<file path="config.mk">
export PLATFORM = sky130hd
export DESIGN_NAME = keypad_scanner
export DESIGN_NICKNAME = d
export VERILOG_FILES = /design/src/rtl/keypad_scanner.sv
export SDC_FILE = /design/constraint.sdc
export NUM_CORES = 1
export LEC_CHECK = 0
export BUFFER_PORTS_ARGS = -buffer_cell sky130_fd_sc_hd__buf_2
export CAP_MARGIN = 5
export CORE_MARGIN = 2
export CORE_UTILIZATION = 40
export DETAILED_ROUTE_END_ITERATION = 8
export PLACE_DENSITY = 0.58
export SLEW_MARGIN = 30
export SYNTH_ARGS = -nofsm -noshare
export SYNTH_HDL_FRONTEND = slang
export SYNTH_SLANG_ARGS = --single-unit
export TNS_END_PERCENT = 100
</file>
<file path="constraint.sdc">
create_clock -name clk_50mhz -period 4.48 [get_ports clk_50mhz]
set_input_delay 0.224 -clock clk_50mhz [delete_from_list [all_inputs] [get_ports clk_50mhz]]
set_output_delay 0.224 -clock clk_50mhz [all_outputs]
set_load 0.01 [all_outputs]
</file>
<file path="src/rtl/keypad_scanner.sv">
// 4x4 matrix keypad scanner: walks a low column across the keypad each scan tick,
// debounces presses and releases over DEB_TICKS ticks, and reports col_idx*4 + row_idx.
module keypad_scanner #(
  parameter int SCAN_DIV  = 250000,
  parameter int DEB_TICKS = 2
) (
  input  logic       clk_50mhz,
  input  logic       rst,
  input  logic [3:0] row,
  output logic [3:0] col,
  output logic [3:0] key_code,
  output logic       key_valid,
  output logic       key_held
);

  localparam int CntW = (SCAN_DIV > 1) ? $clog2(SCAN_DIV) : 1;
  localparam int DebW = $clog2(DEB_TICKS + 1);
  localparam logic [CntW-1:0] CntMax = CntW'(SCAN_DIV - 1);
  localparam logic [DebW-1:0] DebMax = DebW'(DEB_TICKS);
  localparam logic [DebW-1:0] DebOne = DebW'(1);

  typedef enum logic [1:0] {StScan, StDebounce, StPressed, StRelease} state_e;

  state_e          state;
  logic [3:0]      row_meta;
  logic [3:0]      rs;
  logic [CntW-1:0] tick_cnt;
  logic            tick;
  logic [1:0]      col_idx;
  logic [3:0]      sample;
  logic [DebW-1:0] deb_cnt;
  logic [DebW-1:0] rel_cnt;
  logic            rs_idle;

  // Bit 0 wins when several rows of the driven column are low together.
  function automatic logic [1:0] low_idx(input logic [3:0] s);
    if (!s[0])      return 2'd0;
    else if (!s[1]) return 2'd1;
    else if (!s[2]) return 2'd2;
    else            return 2'd3;
  endfunction

  always_ff @(posedge clk_50mhz) begin
    if (rst) begin
      row_meta <= 4'hf;
      rs       <= 4'hf;
    end else begin
      row_meta <= row;
      rs       <= row_meta;
    end
  end

  always_ff @(posedge clk_50mhz) begin
    if (rst || tick) tick_cnt <= '0;
    else             tick_cnt <= tick_cnt + 1'b1;
  end

  assign tick    = (tick_cnt == CntMax);
  assign rs_idle = (rs == 4'hf);
  assign col     = ~(4'b0001 << col_idx);

  always_ff @(posedge clk_50mhz) begin
    if (rst) begin
      state     <= StScan;
      col_idx   <= 2'd0;
      sample    <= 4'hf;
      deb_cnt   <= '0;
      rel_cnt   <= '0;
      key_code  <= 4'd0;
      key_valid <= 1'b0;
      key_held  <= 1'b0;
    end else begin
      key_valid <= 1'b0;
      if (tick) begin
        unique case (state)
          StScan: begin
            if (!rs_idle) begin
              sample  <= rs;
              deb_cnt <= DebOne;
              if (DEB_TICKS <= 1) begin
                state     <= StPressed;
                key_code  <= {col_idx, low_idx(rs)};
                key_valid <= 1'b1;
                key_held  <= 1'b1;
                rel_cnt   <= '0;
              end else begin
                state <= StDebounce;
              end
            end else begin
              col_idx <= col_idx + 2'd1;
            end
          end
          StDebounce: begin
            if (rs_idle) begin
              state   <= StScan;
              deb_cnt <= '0;
            end else if (rs == sample) begin
              if (deb_cnt >= DebMax - DebOne) begin
                deb_cnt   <= DebMax;
                state     <= StPressed;
                key_code  <= {col_idx, low_idx(sample)};
                key_valid <= 1'b1;
                key_held  <= 1'b1;
                rel_cnt   <= '0;
              end else begin
                deb_cnt <= deb_cnt + DebOne;
              end
            end else begin
              sample  <= rs;
              deb_cnt <= DebOne;
            end
          end
          StPressed: begin
            if (rs_idle) begin
              if (DEB_TICKS <= 1) begin
                state    <= StScan;
                key_held <= 1'b0;
                col_idx  <= col_idx + 2'd1;
                rel_cnt  <= '0;
                deb_cnt  <= '0;
              end else begin
                state   <= StRelease;
                rel_cnt <= DebOne;
              end
            end
          end
          StRelease: begin
            if (rs_idle) begin
              if (rel_cnt >= DebMax - DebOne) begin
                state    <= StScan;
                key_held <= 1'b0;
                col_idx  <= col_idx + 2'd1;
                rel_cnt  <= '0;
                deb_cnt  <= '0;
              end else begin
                rel_cnt <= rel_cnt + DebOne;
              end
            end else begin
              // Release bounce: back to held without a fresh key_valid.
              state   <= StPressed;
              rel_cnt <= '0;
            end
          end
          default: state <= StScan;
        endcase
      end
    end
  end

endmodule
</file>
==> metrics.md <==
| Metric | Value |
|---|---|
| Die width | ~75 um |
| Leakage | 0.824 nW |
| Worst setup EP type | register |
| Die area | ~5600 sq um |
| Startpoint Class | register |
| Initial DRC count | around 60 |
| 1st-pass router iterations | 4 |
| Prevailing post-synth register cell | dfxtp_1 |
| Syn Area/Cell | 9.55 sq um |
| Setup TNS Final | 0 ps |
| Reg2Reg Depth | 6 |
| Post-synth EDFFs | 0 |
| Drt via density | approximately 4.9 |
| Library cells used by synthesis | between 40 and 50 |
| Post-CTS Setup Repair Bufs | 0 |
| Initial antenna violation count | 0 |
| Crit path max fanout | 16 |
| Slew HR | 64.0% |
| Post-synthesis register bit count | between 40 and 50 |
| GPL Wtd Cong | approximately 0.80 |
| Fin crit share | roughly two fifths |
| Worst-path clk slew | roughly 90 ps |
| Final Hold Vio Count | 0 |
| Ant diodes | 0 |
| Fmax | between 500 and 600 MHz |
| Worst-Margin Slew | 539 ps |
| CTS sink cnt | 44 |
| P per Cell Area | a little over 300 nW/um^2 |
| Slew Limit Fails | 0 |
| H-tree levels | 2 |
| Overflow after GRT | 0 |
| Nets | between 200 and 250 |
| Critical Path RT | around 4700 ps |
| Bufs on Longest Clock Path | 2 |
| Die Height | around 75 um |
| First-pass GRT wire length | approximately 6000 um |
| Remaining DRCs | 0 |
| FF/Latch Area | approximately 880 sq um |
| CTS root buf | clkbuf_8 |
| CTS resizes | 0 |
| Final Setup Violations | 0 |
| CTS tree | built |
| R2R Path End | tick_cnt[4] |
| All-layer global routing usage | between 10% and 20% |
| Worst endpoint data arrival time | 2040 ps |
| Synth Warn # | 0 |
| Fin area | 2200 sq um |
| WL final | 3440 um |
| Post-CTS Hold Buffers | 0 |
| RSZ-0062 raised after global routing | false |
| Peak supply drop | approximately 0.19 mV |
| Pin count of the biggest net entering global routing | 25 |
| P&R area growth vs syn | 9.44% |
| Reg2reg setup slack | roughly 2600 ps |
| Drt wl/cell | between 10 and 15 um |
| Vias in the first global route | 1364 |
| Hold EP | row_meta[3] |
| Post-Synthesis Cells | 211 |
| Core footprint | between 4000 and 5000 sq um |
| Run status | finished, final reports clean |
| Post-Syn Nets | about 220 |
| Synth async-reset ratio | 0% |
| Vias | around 1400 |
| Class of the worst hold path | input pin to register |
| Netlist Area Pre-Place | ~2000 sq um |
| Minimum clock period | between 1500 and 2000 ps |
| Number of core rows | 25 |
| Kind of critical path | register to register |
| Hold Path Stages | 2 |
| Hold Startpoint | row[3] |
| Number of I/O pins | 16 |
| Initial Utilization | 42.1% |
| Multi-input combinational cell area | around 1000 sq um |
| Final Util | about 46% |
| Worst r2r src | tick_cnt[0] |
| Port Buffer Count | 15 |
| Detail Placement HPWL | ~2400 um |
| Post-synthesis sequential area ratio | 43.7% |
| Setup Skew | roughly 5.7 ps |
| Area post-placement | roughly 2100 sq um |
| Num CTS Buffers | 5 |
| Fillers | 497 |
| Final antenna-violating net count | 0 |
| Later-pin clock latency in the skew report | approximately 300 ps |
| Layout cells sized above 1 | between 20% and 30% |
| Max_cap viols | 0 |
[metrics by stage]
step	cells	total power, W	hold slack, ps	worst slack [ps]
finish	293	0.000684	100	2600
global route	293	0.000716	86.5	2390
CTS	293	0.000697	86.9	2580
detailed placement	285	0.000436	393	2600
global placement	285	0.000436	393	2680
floorplan	211	0.000430	327	2880
[worst max-delay path, stage by stage (launching register included)]
cell,delay (ps)
dfxtp_1,370
ha_1,190
and3_2,240
and3_1,200
nand2_1,170
nand2_1,470
nor2_1,110
[how the worst max path moves through the flow]
stage,cells after the start,start,slack [ps],end
after floorplan,6,tick_cnt[0],2880,key_code[0]
after global placement,5,tick_cnt[7],2680,tick_cnt[16]
after detailed placement,6,tick_cnt[0],2600,tick_cnt[6]
after CTS,6,tick_cnt[0],2580,tick_cnt[4]
after global routing,6,tick_cnt[0],2390,tick_cnt[4]
final,6,tick_cnt[0],2600,tick_cnt[4]
[cells in the final DEF (no fill, tap or decap), types with 5 or more instances in the layout]
master     n
xor2_1    14
inv_1     11
nand4_1    5
a21oi_1    5
nand2_1   12
o21ai_0    7
ha_1       6
and3_1     6
dfxtp_1   44
xnor2_1    8
nor2_1    22
buf_2     15
clkbuf_8   5
or2_2      8
[cells by family (layout without fill, tap and decap cells)]
group / after synthesis / count (layout) / share of synthesized area, %
flip-flops: 44 / 44 / 43.7
AO/OA/AOI/OAI: 27 / 27 / 9.19
AND/OR/NAND/NOR: 88 / 88 / 26.5
buffers and inverters: 20 / 35 / 5.34
XOR/XNOR: 22 / 22 / 9.57
multiplexers: 4 / 4 / 1.99
adder cells (fa/ha/maj): 6 / 6 / 3.73
[synth_stat cells (2+ instances only)]
cell type | count | area (sq um)
and4_2 | 3 | 30.0
o211ai_1 | 2 | 15.0
mux2i_1 | 4 | 40.0
and3_2 | 2 | 15.0
or2_2 | 8 | 50.1
dfxtp_1 | 44 | 881
nand3_1 | 4 | 20.0
nand4_1 | 5 | 31.3
inv_1 | 11 | 41.3
a31oi_1 | 2 | 12.5
o31ai_1 | 2 | 15.0
o21ai_0 | 7 | 35.0
a21oi_1 | 5 | 25.0
nor4b_1 | 2 | 17.5
or3_1 | 2 | 12.5
and4_1 | 4 | 35.0
nand2_1 | 12 | 45.0
nor2_1 | 22 | 82.6
and3_1 | 6 | 37.5
xor2_1 | 14 | 123
ha_1 | 6 | 75.1
buf_2 | 2 | 10.0
clkbuf_1 | 2 | 7.51
nor3_1 | 4 | 20.0
xnor2_1 | 8 | 70.1
a31o_1 | 2 | 17.5
nor4_1 | 4 | 25.0
[power by group]
| part | switching (W) | internal, W |
|---|---|---|
| registers | 0.00000357 | 0.000396 |
| clock network | 0.000144 | 0.000114 |
| logic | 0.0000169 | 0.00000952 |
| total | 0.000165 | 0.000520 |
[per-layer routing]
layer | routed length (um) | GRT usage (%)
met1 | 1740 | 17.7
met2 | 1520 | 22.7
met3 | 126 | 4.02
met4 | 58 | 5.36
met5 | 0 | 0
[state kept, by name, indices dropped and copies added, names as in the netlist, 2 cells and up, named ones only]
name	count
key_code	4
col_idx	2
deb_cnt	2
sample	4
row_meta	4
rs	4
rel_cnt	2
tick_cnt	18
[final cells by class]
class / instances / share of cell area (%)
clock buffers: 5 / 3.12
multi-input cells: 147 / 46.5
well taps: 67 / 3.80
repair buffers: 15 / 3.41
clock inverters: 3 / 1.14
flip-flops and latches: 44 / 40.0
inverters: 12 / 2.04
Note: power is estimated with default switching activity, not from simulation.
